### src/rtl/cve2_load_store_ctrl.sv
// Load/store unit bus controller: turns EX load/store requests into data-bus transactions.
// Define CVE2_LSU_MISALIGNED_EN to split misaligned accesses into two bus transactions;
// without it, a misaligned access is refused with an error response.
module cve2_load_store_ctrl (
  input  logic        clk_i,
  input  logic        rst_ni,
  input  logic        lsu_req_i,
  input  logic        lsu_we_i,
  input  logic [1:0]  lsu_type_i,
  input  logic        lsu_sign_ext_i,
  input  logic [31:0] lsu_wdata_i,
  input  logic [31:0] adder_result_ex_i,
  output logic        data_req_o,
  input  logic        data_gnt_i,
  output logic [31:0] data_addr_o,
  output logic        data_we_o,
  output logic [3:0]  data_be_o,
  output logic [31:0] data_wdata_o,
  input  logic        data_rvalid_i,
  input  logic        data_err_i,
  input  logic [31:0] data_rdata_i,
  output logic [31:0] lsu_rdata_o,
  output logic        lsu_rdata_valid_o,
  output logic        lsu_resp_valid_o,
  output logic        lsu_resp_err_o,
  output logic        busy_o,
  output logic        load_err_o,
  output logic        store_err_o
);

  localparam logic [2:0] IDLE            = 3'd0;
  localparam logic [2:0] WAIT_GNT        = 3'd1;
  localparam logic [2:0] WAIT_RVALID     = 3'd2;
`ifdef CVE2_LSU_MISALIGNED_EN
  localparam logic [2:0] WAIT_GNT_MIS    = 3'd3;
  localparam logic [2:0] WAIT_RVALID_MIS = 3'd4;
`endif

  logic [2:0]  state_q, state_d;
  logic [1:0]  off;
  logic [3:0]  be_base;
  logic [7:0]  be_wide;
  logic        misaligned;
  logic        accept;
  logic [31:0] wdata_rot;

  logic [29:0] word_q;
  logic [31:0] wdata_q;
  logic [3:0]  be_q;
  logic        we_q;
  logic        sext_q;
  logic [1:0]  type_q;
  logic [1:0]  off_q;

  logic        resp_fire;
  logic        resp_err;
  logic [31:0] first;
  logic [31:0] load_word;

`ifdef CVE2_LSU_MISALIGNED_EN
  logic [3:0]  be2_q;
  logic [31:0] rdata_q;
  logic        err_q;
  logic        split_q;
`else
  logic        mis_err_q;
`endif

  // Request decode from the EX-stage inputs
  assign off = adder_result_ex_i[1:0];

  always_comb begin
    case (lsu_type_i)
      2'b01:   be_base = 4'b0011;
      2'b10:   be_base = 4'b0001;
      default: be_base = 4'b1111;
    endcase
  end

  // Bits pushed above lane 3 form the second-part enables of a split access
  assign be_wide    = {4'b0000, be_base} << off;
  assign misaligned = |be_wide[7:4];

  always_comb begin
    case (off)
      2'd1:    wdata_rot = {lsu_wdata_i[23:0], lsu_wdata_i[31:24]};
      2'd2:    wdata_rot = {lsu_wdata_i[15:0], lsu_wdata_i[31:16]};
      2'd3:    wdata_rot = {lsu_wdata_i[7:0],  lsu_wdata_i[31:8]};
      default: wdata_rot = lsu_wdata_i;
    endcase
  end

`ifdef CVE2_LSU_MISALIGNED_EN
  assign accept = (state_q == IDLE) && lsu_req_i;
`else
  assign accept = (state_q == IDLE) && lsu_req_i && !mis_err_q;
`endif

  // Next-state logic
  always_comb begin
    state_d = state_q;
    case (state_q)
      IDLE: begin
        if (accept) begin
`ifdef CVE2_LSU_MISALIGNED_EN
          if (misaligned) state_d = data_gnt_i ? WAIT_RVALID_MIS : WAIT_GNT_MIS;
          else            state_d = data_gnt_i ? WAIT_RVALID : WAIT_GNT;
`else
          if (!misaligned) state_d = data_gnt_i ? WAIT_RVALID : WAIT_GNT;
`endif
        end
      end
      WAIT_GNT: begin
        if (data_gnt_i) state_d = WAIT_RVALID;
      end
`ifdef CVE2_LSU_MISALIGNED_EN
      WAIT_GNT_MIS: begin
        if (data_gnt_i) state_d = WAIT_RVALID_MIS;
      end
      WAIT_RVALID_MIS: begin
        if (data_rvalid_i) state_d = data_gnt_i ? WAIT_RVALID : WAIT_GNT;
      end
`endif
      WAIT_RVALID: begin
        if (data_rvalid_i) state_d = IDLE;
      end
      default: state_d = IDLE;
    endcase
  end

  // Bus outputs: combinational from EX in IDLE, held from registers while waiting
  always_comb begin
    data_req_o   = 1'b0;
    data_addr_o  = {word_q, 2'b00};
    data_we_o    = we_q;
    data_be_o    = be_q;
    data_wdata_o = wdata_q;
    case (state_q)
      IDLE: begin
`ifdef CVE2_LSU_MISALIGNED_EN
        data_req_o = accept;
`else
        data_req_o = accept && !misaligned;
`endif
        data_addr_o  = {adder_result_ex_i[31:2], 2'b00};
        data_we_o    = lsu_we_i;
        data_be_o    = be_wide[3:0];
        data_wdata_o = wdata_rot;
      end
      WAIT_GNT: data_req_o = 1'b1;
`ifdef CVE2_LSU_MISALIGNED_EN
      WAIT_GNT_MIS: data_req_o = 1'b1;
      WAIT_RVALID_MIS: begin
        // Second part goes out in the same cycle the first part's data returns
        data_req_o  = data_rvalid_i;
        data_addr_o = {word_q + 30'd1, 2'b00};
        data_be_o   = be2_q;
      end
`endif
      default: ;
    endcase
  end

  always_ff @(posedge clk_i or negedge rst_ni) begin
    if (!rst_ni) begin
      state_q <= IDLE;
      word_q  <= '0;
      wdata_q <= '0;
      be_q    <= '0;
      we_q    <= 1'b0;
      sext_q  <= 1'b0;
      type_q  <= '0;
      off_q   <= '0;
`ifdef CVE2_LSU_MISALIGNED_EN
      be2_q   <= '0;
      rdata_q <= '0;
      err_q   <= 1'b0;
      split_q <= 1'b0;
`else
      mis_err_q <= 1'b0;
`endif
    end else begin
      state_q <= state_d;
      if (accept) begin
        word_q  <= adder_result_ex_i[31:2];
        wdata_q <= wdata_rot;
        be_q    <= be_wide[3:0];
        we_q    <= lsu_we_i;
        sext_q  <= lsu_sign_ext_i;
        type_q  <= lsu_type_i;
        off_q   <= off;
`ifdef CVE2_LSU_MISALIGNED_EN
        be2_q   <= be_wide[7:4];
        err_q   <= 1'b0;
        split_q <= 1'b0;
`endif
      end
`ifdef CVE2_LSU_MISALIGNED_EN
      if ((state_q == WAIT_RVALID_MIS) && data_rvalid_i) begin
        rdata_q <= data_rdata_i;
        err_q   <= data_err_i;
        split_q <= 1'b1;
        word_q  <= word_q + 30'd1;
        be_q    <= be2_q;
      end
`else
      mis_err_q <= accept && misaligned;
`endif
    end
  end

  // Response path
  assign resp_fire = (state_q == WAIT_RVALID) && data_rvalid_i;

`ifdef CVE2_LSU_MISALIGNED_EN
  assign resp_err         = resp_fire && (data_err_i || err_q);
  assign lsu_resp_valid_o = resp_fire;
  assign first            = split_q ? rdata_q : data_rdata_i;
`else
  assign resp_err         = (resp_fire && data_err_i) || mis_err_q;
  assign lsu_resp_valid_o = resp_fire || mis_err_q;
  assign first            = data_rdata_i;
`endif

  assign lsu_resp_err_o    = resp_err;
  assign lsu_rdata_valid_o = lsu_resp_valid_o && !we_q && !resp_err;
  assign load_err_o        = resp_err && !we_q;
  assign store_err_o       = resp_err && we_q;
  assign busy_o            = (state_q != IDLE);

  // Low bytes come from the first word, spill-over bytes from the current beat
  always_comb begin
    case (off_q)
      2'd1:    load_word = {data_rdata_i[7:0],  first[31:8]};
      2'd2:    load_word = {data_rdata_i[15:0], first[31:16]};
      2'd3:    load_word = {data_rdata_i[23:0], first[31:24]};
      default: load_word = first;
    endcase
  end

  always_comb begin
    case (type_q)
      2'b01:   lsu_rdata_o = {{16{sext_q & load_word[15]}}, load_word[15:0]};
      2'b10:   lsu_rdata_o = {{24{sext_q & load_word[7]}}, load_word[7:0]};
      default: lsu_rdata_o = load_word;
    endcase
  end

endmodule

### config.mk
export PLATFORM = sky130hd
export DESIGN_NAME = cve2_load_store_ctrl
export DESIGN_NICKNAME = d
export VERILOG_FILES = /design/src/rtl/cve2_load_store_ctrl.sv
export SDC_FILE = /design/constraint.sdc
export NUM_CORES = 1
export LEC_CHECK = 0
export CORE_MARGIN = 4
export CORE_UTILIZATION = 40
export DETAILED_ROUTE_END_ITERATION = 8
export PLACE_DENSITY = 0.75
export SYNTH_ARGS = -nofsm -noshare
export SYNTH_HDL_FRONTEND = slang
export SYNTH_SLANG_ARGS = --single-unit
### constraint.sdc
create_clock -name clk_i -period 2.6 [get_ports clk_i]
set_clock_uncertainty 0.1 [all_clocks]
set_input_delay 0.26 -clock clk_i [delete_from_list [all_inputs] [get_ports clk_i]]
set_output_delay 0.26 -clock clk_i [all_outputs]
set_load 0.01 [all_outputs]
==> run metrics, run 1 <==
outcome finished clean; Area Growth Syn to Fin 49.1%; DR vias/cell between 5 and 6; max-cap viol count 0; Setup crit end kind primary output; met2 usage 32.4%; RSZ-0062 raised after global routing no; max-slew violations 0; core area 0.0127 sq mm; P per Cell Area 1000 mW/mm^2; Clk pin slew, worst setup/hold paths 0.06 ns; First DRT Iteration DRCs 421; clk_lat worst skew 0.33 ns; die area 0.0150 sq mm; Max FO, Critical Path 3; total gr overflow 0; Post-route DRC 0; Tcrit/Tclk final 96.2%; slew margin rel. 57.0%; fmax 0.400 GHz; initial antenna violation count 0; wire per inst 14.5 um; Data required, critical path approximately 2.2 ns; Row Count 41; die width 123 um; number of routed nets with antenna violations 0; CTS tree built; Synth warnings 0; # nets final 1053; Hold Vio Cnt, Final 0; IO Pins 214; initial core utilization 41.3%; IO buf count 211; WS Path Type input pin to primary output; Yosys reg bits 75; Seq/Total Area, Yosys 35.7%; Total GRT Usage 21.3%; HP Start adder_result_ex_i[1]; most used flip-flop cell after synthesis dfrtp_1; Critical Path Source lsu_type_i[0]; Sinks on Clock Net 75; met3 GRT Util 5.12%; r2r startpoint state_q[1]; vias in the first global route around 5200; Synth Instances about 760; synthesized area around 0.0053 sq mm; hold crit path type input pin to flop; share of layout cells above drive strength 1 6.64%; largest net degree at the start of global routing 82; dpl cell area ~0.0075 sq mm; post-layout min period 2.50 ns; Chip Height 123 um; first-pass GRT wire length 25.9 mm; CTS root buf clkbuf_16; final setup vio count 0; peak supply drop 442 uV; Worst Path Arrival approximately 2.1 ns; busiest layer in global routing met2; asr flop ratio synth 100%; final instance area between 0.007 and 0.008 sq mm; Worst-Margin Slew 0.645 ns; static leakage roughly 3.7 nW; DRT Wirelength 16.3 mm; syn avg cell area roughly 7 sq um; Placer Congestion 0.853; TritonCTS Buffers 9; crit path launch type input pin; clock buffer depth 2; dpl ws -0.0123 ns; via count 5662; dpl hpwl 12.0 mm; fin worst setup slack 0.0996 ns; number of fill cells about 1200; number of diodes 0; drt pass-1 iters 5; Synth cell types 36; GRT met1 Usage 29.7%; CTS H-Tree Depth 3; number of flops mapped to enable cells by yosys 0
-- cell usage in the layout (no fill, tap or decap), types with 2 or more instances in the layout --
| cell type | n |
|---|---|
| nor2_1 | 12 |
| mux2i_1 | 43 |
| o211ai_1 | 8 |
| o31ai_1 | 5 |
| nor2b_1 | 10 |
| nand2_1 | 365 |
| ha_1 | 3 |
| and2_1 | 7 |
| o21ai_0 | 97 |
| nor3_1 | 8 |
| o311ai_1 | 4 |
| o311ai_0 | 3 |
| clkbuf_16 | 9 |
| nand3b_1 | 3 |
| buf_12 | 7 |
| inv_1 | 8 |
| clkdlybuf4s50_1 | 184 |
| a21oi_1 | 17 |
| inv_6 | 3 |
| dfrtp_1 | 74 |
| mux2_2 | 16 |
| buf_4 | 15 |
| conb_1 | 2 |
| dlygate4sd2_1 | 24 |
-- worst paths after layout --
check | end | slack, ns | depth (start not counted)
worst max-delay path | data_be_o[2] | 0.1 | 7
worst min-delay path | off_q[1] | 0.36 | 4
worst max register to register | be_q[1] | 0.71 | 5
worst min register to register | word_q[20] | 0.38 | 2
max in group asynchronous | wdata_q[25] | 1.42 | 3
min in group asynchronous | word_q[13] | 0.39 | 2
-- metal layers --
| layer | vias up | share of wire [%] |
|---|---|---|
| met3 | 24 | 7.3 |
| li1 | 2852 | - |
| met1 | 2579 | 44 |
| met4 | 0 | 2.0 |
| met2 | 207 | 46 |
| met5 | - | 0 |
-- through the flow --
stage | power (mW) | hold slack (ns) | util, % | setup TNS (ns) | std cells
global placement | 6.85 | 0.234 | 59.3 | 0 | 1103
global route | 8.46 | 0.368 | 61.6 | 0 | 1121
detailed placement | 6.92 | 0.232 | 59.3 | -0.0168 | 1103
CTS | 7.92 | 0.340 | 61.5 | 0 | 1121
finish | 7.84 | 0.361 | 61.6 | 0 | 1121
floorplan | 4.45 | -0.136 | - | 0 | 757
-- sequential cells by signal, indices dropped and copies added (netlist names) --
| name | flops |
|---|---|
| state_q | 2 |
| mis_err_q | 1 |
| we_q | 1 |
| type_q | 2 |
| word_q | 30 |
| off_q | 2 |
| be_q | 4 |
| wdata_q | 32 |
| sext_q | 1 |
-- layout make-up --
| cell class | instances | area [sq um] | area share [%] |
|---|---|---|---|
| clock buffer | 9 | 225 | 2.88 |
| inverter | 9 | 33.8 | 0.431 |
| clock inverter | 7 | 58.8 | 0.751 |
| timing repair buffer | 233 | 2330 | 29.8 |
| multi-input combinational | 616 | 3090 | 39.4 |
| tap | 172 | 215 | 2.75 |
| sequential | 75 | 1880 | 24.0 |
-- Yosys cell counts, types with 2 or more instances --
| library cell | number | area share, % |
|---|---|---|
| buf_2 | 15 | 1.4 |
| o311ai_0 | 3 | 0.50 |
| buf_1 | 7 | 0.50 |
| nand3b_1 | 3 | 0.43 |
| dfrtp_1 | 75 | 36 |
| a21oi_1 | 17 | 1.6 |
| ha_1 | 3 | 0.71 |
| and2_1 | 7 | 0.83 |
| buf_4 | 6 | 0.86 |
| inv_1 | 8 | 0.57 |
| o311ai_1 | 4 | 0.67 |
| nand2_1 | 365 | 26 |
| o21ai_0 | 98 | 9.3 |
| nor2_1 | 12 | 0.86 |
| mux2i_1 | 43 | 8.2 |
| o211ai_1 | 8 | 1.1 |
| o31ai_1 | 5 | 0.71 |
| buf_6 | 2 | 0.43 |
| nor3_1 | 8 | 0.76 |
| nor2b_1 | 10 | 1.2 |
| mux2_2 | 16 | 3.4 |
| clkbuf_1 | 27 | 1.9 |
-- kinds of logic (layout without fill, tap and decap cells) --
kind of cell             count (synthesis)  count (layout)  synth area share (%)
AND/OR/NAND/NOR                        411             411                  31.1
AO/OA/AOI/OAI                          140             140                  14.7
flip-flops                              75              75                  35.7
buffers and inverters                   66             258                  5.79
multiplexers                            60              60                  11.9
adder cells (fa/ha/maj)                  3               3                 0.715
other                                    1               2                0.0714
-- timing repair --
| item | in CTS | in global routing |
|---|---|---|
| gates resized for setup | 26 | 2 |
| endpoints found under the setup margin | 24 | 1 |
| hold endpoints to repair | 48 | 0 |
| buffers inserted | 1 | 0 |
| hold buffers | 1 | 0 |
| cloned | 0 | 0 |
-- critical path, stage by stage --
cell and delay [ns]:
clkdlybuf4s50_1 0.49, inv_1 0.05, ha_1 0.32, buf_4 0.15, o31ai_1 0.22, o21ai_0 0.11, clkdlybuf4s50_1 0.53
-- power by group --
| part | leakage, nW | switching, mW | total [mW] | internal (mW) |
|---|---|---|---|---|
| clock | 0.139 | 0.533 | 1.20 | 0.663 |
| sequential | 0.919 | 0.288 | 1.95 | 1.66 |
| combinational | 2.65 | 2.46 | 4.69 | 2.23 |
| total | 3.71 | 3.28 | 7.84 | 4.56 |
(Power assumes the default switching activity.)
==> inputs of run 2 (changes only) <==
--- a/config.mk
+++ b/config.mk
@@ -6,9 +6,9 @@
 export NUM_CORES = 1
 export LEC_CHECK = 0
 export CORE_MARGIN = 4
-export CORE_UTILIZATION = 40
+export CORE_UTILIZATION = 44
 export DETAILED_ROUTE_END_ITERATION = 8
-export PLACE_DENSITY = 0.75
+export PLACE_DENSITY = 0.82
 export SYNTH_ARGS = -nofsm -noshare
 export SYNTH_HDL_FRONTEND = slang
 export SYNTH_SLANG_ARGS = --single-unit
==> run metrics, run 2 (synthesized netlist as in run 1, its figures left out) <==
outcome finished clean; CP Cell Sequence clkdlybuf4s50_1 -> inv_1 -> buf_12 -> nand2_1 -> nand2_1 -> o21ai_0 -> clkdlybuf4s50_1; max-cap viol count 0; Setup crit end kind primary output; Max FO, Critical Path 32; Worst Path Buf+Inv 4; share of layout cells above drive strength 1 8.12%; IO Pins 214; CTS H-Tree Depth 3; Row Count 39; # nets final approximately 1100; Worst-Margin Slew 0.526 ns; RSZ-0062 raised after global routing no; slew margin rel. 64.5%; DR vias/cell around 5.2; Gate power share 60.9%; total gr overflow 0; clock buffer depth 2; Sinks on Clock Net 75; wire per inst ~15 um; WS Path Type input pin to primary output; slowest stage delay, CP a little over 0.6 ns; share of total power in sequential cells ~24%; static leakage 3.92 nW; die width 117 um; largest net degree at the start of global routing 90; max reg flops 32; Post-route DRC 0; hold crit path type input pin to async pin; First DRT Iteration DRCs around 500; Tcrit/Tclk final 95.8%; Area Growth Syn to Fin 51.9%; Placer Congestion 0.876; IO buf count 211; total power 8.07 mW; dpl ws -0.0824 ns; initial core utilization roughly 45%; vias in the first global route 5130; Reg with most FFs wdata_q; initial antenna violation count 0; slowest CP cell clkdlybuf4s50_1; number of routed nets with antenna violations 0; first-pass GRT wire length 25.0 mm; max-slew violations 0; post-layout min period 2.49 ns; switching portion of total power 41.4%; Internal 4.73 mW; crit path launch type input pin; Data required, critical path 2.24 ns; CTS tree built; P per Cell Area between 1000 and 1500 mW/mm^2; fin worst setup slack 0.109 ns; CTS root buf clkbuf_16; number of diodes 0; DRT Wirelength about 16 mm; Hold Vio Cnt, Final 0; Total GRT Usage 22.7%; final instance area 0.00798 sq mm; final setup vio count 0; Worst Path Arrival around 2.1 ns; die area 0.0137 sq mm; Top Family by Delay on Critical Path buffers and inverters; dpl hpwl about 12 mm; drt pass-1 iters 7; Clk pin slew, worst setup/hold paths around 0.060 ns; most frequent cells in the layout 365 x nand2_1, 177 x clkdlybuf4s50_1, 98 x o21ai_0; Chip Height 117 um; Clk pwr share 14.7%; TritonCTS Buffers 9; peak supply drop roughly 470 uV; commonest non-fill, non-tap cell in the layout nand2_1; Largest regs wdata_q (32), word_q (30), be_q (4); clk_lat worst skew 0.33 ns; fmax 0.402 GHz; dpl cell area 0.00757 sq mm; via count about 5700; core area roughly 0.012 sq mm; switching power 3.35 mW
## run 2: power by group through the flow
stage                     Combinational (mW)  Sequential (mW)  Clock (mW)
after floorplan                         2.57             1.88           0
after CTS                               4.89             1.95        1.21
after global placement                  4.90             1.94           0
final                                   4.92             1.97        1.19
after global routing                    5.39             2.03        1.28
after detailed placement                4.97             1.96           0
## run 2: per-layer routing
metal  global-route usage (%)  up-vias  share of wire [%]
met5                        0        -                  0
met4                     6.12        0                1.2
met3                     6.58       18                7.9
met2                     37.2      204                 47
met1                     29.5     2628                 44
li1                         -     2877                  -
## run 2: through the flow
stage               cells  hold slack (ns)  setup TNS, ns  utilization (%)
finish               1104            0.352              0             69.0
global route         1104            0.367              0             69.0
CTS                  1100            0.359          -1.18             68.0
floorplan             757           -0.136              0                -
detailed placement   1083            0.185         -0.796             65.4
global placement     1083            0.178              0             65.4
## run 2: worst paths after layout
path | from | end | cells after the start | slack, ns
max | adder_result_ex_i[0] | data_wdata_o[17] | 7 | 0.11
min | rst_ni | word_q[14] | 2 | 0.35
max reg2reg | state_q[1] | wdata_q[31] | 6 | 0.74
min reg2reg | be_q[1] | be_q[1] | 2 | 0.38
max in group asynchronous | rst_ni | wdata_q[19] | 3 | 1.37
min in group clk_i | be_q[1] | be_q[1] | 2 | 0.38
## run 2: cell type report
type,count,area (sq um)
clock buffer,9,225
clock inverter,7,58.8
fill,925,3590
inverter,9,36.3
multi-input combinational,616,3110
sequential,75,1880
tap,143,179
timing repair buffer,245,2490
## run 2: timing repair
action / CTS / global route
endpoints found under the setup margin: 25 / 30
gates cloned: 0 / 1
setup buffers: 0 / 3
resized for setup: 16 / 27
hold buffers: 1 / 0
hold endpoints to repair: 40 / 0
pin swaps: 0 / 1
==> inputs of run 3 (changes only) <==
--- a/config.mk
+++ b/config.mk
@@ -8,7 +8,7 @@
 export CORE_MARGIN = 4
 export CORE_UTILIZATION = 44
 export DETAILED_ROUTE_END_ITERATION = 8
-export PLACE_DENSITY = 0.82
+export PLACE_DENSITY_LB_ADDON = 0.2
 export SYNTH_ARGS = -nofsm -noshare
 export SYNTH_HDL_FRONTEND = slang
 export SYNTH_SLANG_ARGS = --single-unit
==> run metrics, run 3 (synthesized netlist as in run 1, its figures left out) <==
Total GRT Usage 22.7%; total power a little under 8 mW; First DRT Iteration DRCs roughly 330; die area 0.0137 sq mm; Chip Height 117 um; Placer Congestion 0.871; crit path launch type flop; drt pass-1 iters 5; CTS H-Tree Depth 3; initial core utilization 45.4%; Setup crit end kind primary output; Clk pwr share 14.4%; Tcrit/Tclk final 95.6%; fin worst setup slack 0.114 ns; dpl ws 0.0321 ns; first-pass GRT wire length 24.5 mm; most frequent cells in the layout 365 x nand2_1, 184 x clkdlybuf4s50_1, 96 x o21ai_0; peak supply drop 557 uV; failing checks negative hold slack; Data required, critical path 2.24 ns; max reg flops 32; post-layout min period 2.49 ns; number of diodes 0; final setup vio count 0; vias in the first global route roughly 5100; Clk pin slew, worst setup/hold paths 0.05 ns; Gate power share 60.9%; commonest non-fill, non-tap cell in the layout nand2_1; Multi-input gate area 0.00312 sq mm; Row Count 39; outcome finished, violations left; largest net degree at the start of global routing 79; switching power 3.21 mW; TritonCTS Buffers 9; CTS Hold Bufs 0; slowest CP cell clkdlybuf4s50_1; total gr overflow 0; DR vias/cell 5.14; WHS -0.0502 ns; slowest stage delay, CP 0.61 ns; Hold Vio Cnt, Final 37; RSZ-0062 raised after global routing no; total area of sequential cells 0.00188 sq mm; die width 117 um; number of fill cells roughly 1100; IO Pins 214; max-cap viol count 0; dpl hpwl ~12 mm; Internal around 4.7 mW; initial antenna violation count 0; CTS tree built; share of layout cells above drive strength 1 7.05%; Largest regs wdata_q (32), word_q (30), be_q (4); max-slew violations 0; Sinks on Clock Net 75; clk_lat worst skew 0.34 ns; setup_tns 0 ns; wire per inst 14.5 um; WS Path Type flop to primary output; CP Cell Sequence nor2_2 -> inv_2 -> buf_6 -> o21ai_0 -> clkdlybuf4s50_1; number of routed nets with antenna violations 0; fmax 0.402 GHz; CTS root buf clkbuf_16; Max FO, Critical Path 34; # nets final 1056; clock buffer depth 2; Worst Path Arrival 2.13 ns; core area 0.0116 sq mm; DRT Wirelength roughly 16 mm; Reg with most FFs wdata_q; IO buf count 211; Worst-Margin Slew 0.959 ns; via count 5624; P per Cell Area 1010 mW/mm^2; slew margin rel. a little over a third; switching portion of total power 40.7%; hold crit path type input pin to async pin; static leakage 3.76 nW; share of total power in sequential cells 24.8%; Post-route DRC 0; Area Growth Syn to Fin 49.2%
run 3: cell types whose count changed in the layout (fill, tap and decap cells not counted), moves of 3 or more:
cell	before	now
clkbuf_1	0	3
inv_6	3	0
dlymetal6s2s_1	19	6
clkdlybuf4s50_1	177	184
clkdlybuf4s15_1	0	5
buf_4	26	19
run 3: timing repair:
action	4_1_cts	5_1_grt
hold endpoints to repair	0	0
setup buffers	1	1
gates resized for setup	26	18
endpoints found under the setup margin	24	21
pin swaps	0	2
run 3: worst paths after layout:
kind / start / end / slack, ns / depth (start not counted)
max: state_q[1] / data_wdata_o[25] / 0.11 / 5
max reg2reg: state_q[1] / wdata_q[5] / 0.67 / 5
min in group clk_i: adder_result_ex_i[1] / off_q[1] / 0.30 / 4
min reg2reg: word_q[29] / word_q[29] / 0.38 / 2
max in group asynchronous: rst_ni / off_q[1] / 1.75 / 1
min: rst_ni / word_q[11] / -0.05 / 1
run 3: through the flow:
step           cells  area, sq um  util, %
2_1_floorplan    757         5260        -
3_3_place_gp    1077         7500     64.8
3_5_place_dp    1077         7500     64.8
4_1_cts         1093         7780     67.3
5_1_grt         1094         7840     67.8
6_report        1094         7840     67.8
run 3: per-layer routing:
| metal | global-route usage, % | share of wire, % |
|---|---|---|
| met1 | 28.0 | 42 |
| met2 | 37.9 | 48 |
| met3 | 7.25 | 7.9 |
| met4 | 6.88 | 1.4 |
| met5 | 0 | 0 |
run 3: worst max-delay path, delay by kind of cell (launching register included):
| kind | cells | cell delay, ns |
|---|---|---|
| flops | 1 | 0.42 |
| buf+inv | 3 | 0.89 |
| compound gates | 1 | 0.33 |
| simple gates | 1 | 0.13 |
run 3: area by class of cell:
class / count / area share [%]
tap: 143 / 2.28
inverter: 9 / 0.431
clock buffer: 13 / 3.19
timing repair buffer: 236 / 30.2
clock inverter: 2 / 0.160
sequential: 75 / 24.0
multi-input combinational: 616 / 39.8
run 3: power groups by stage:
| stage | Clock (mW) | Sequential, mW | Combinational [mW] |
|---|---|---|---|
| CTS | 1.16 | 1.95 | 4.78 |
| detailed placement | 0 | 1.96 | 4.93 |
| finish | 1.13 | 1.95 | 4.80 |
| floorplan | 0 | 1.88 | 2.57 |
| global placement | 0 | 1.94 | 4.88 |
| global route | 1.21 | 2.02 | 5.30 |
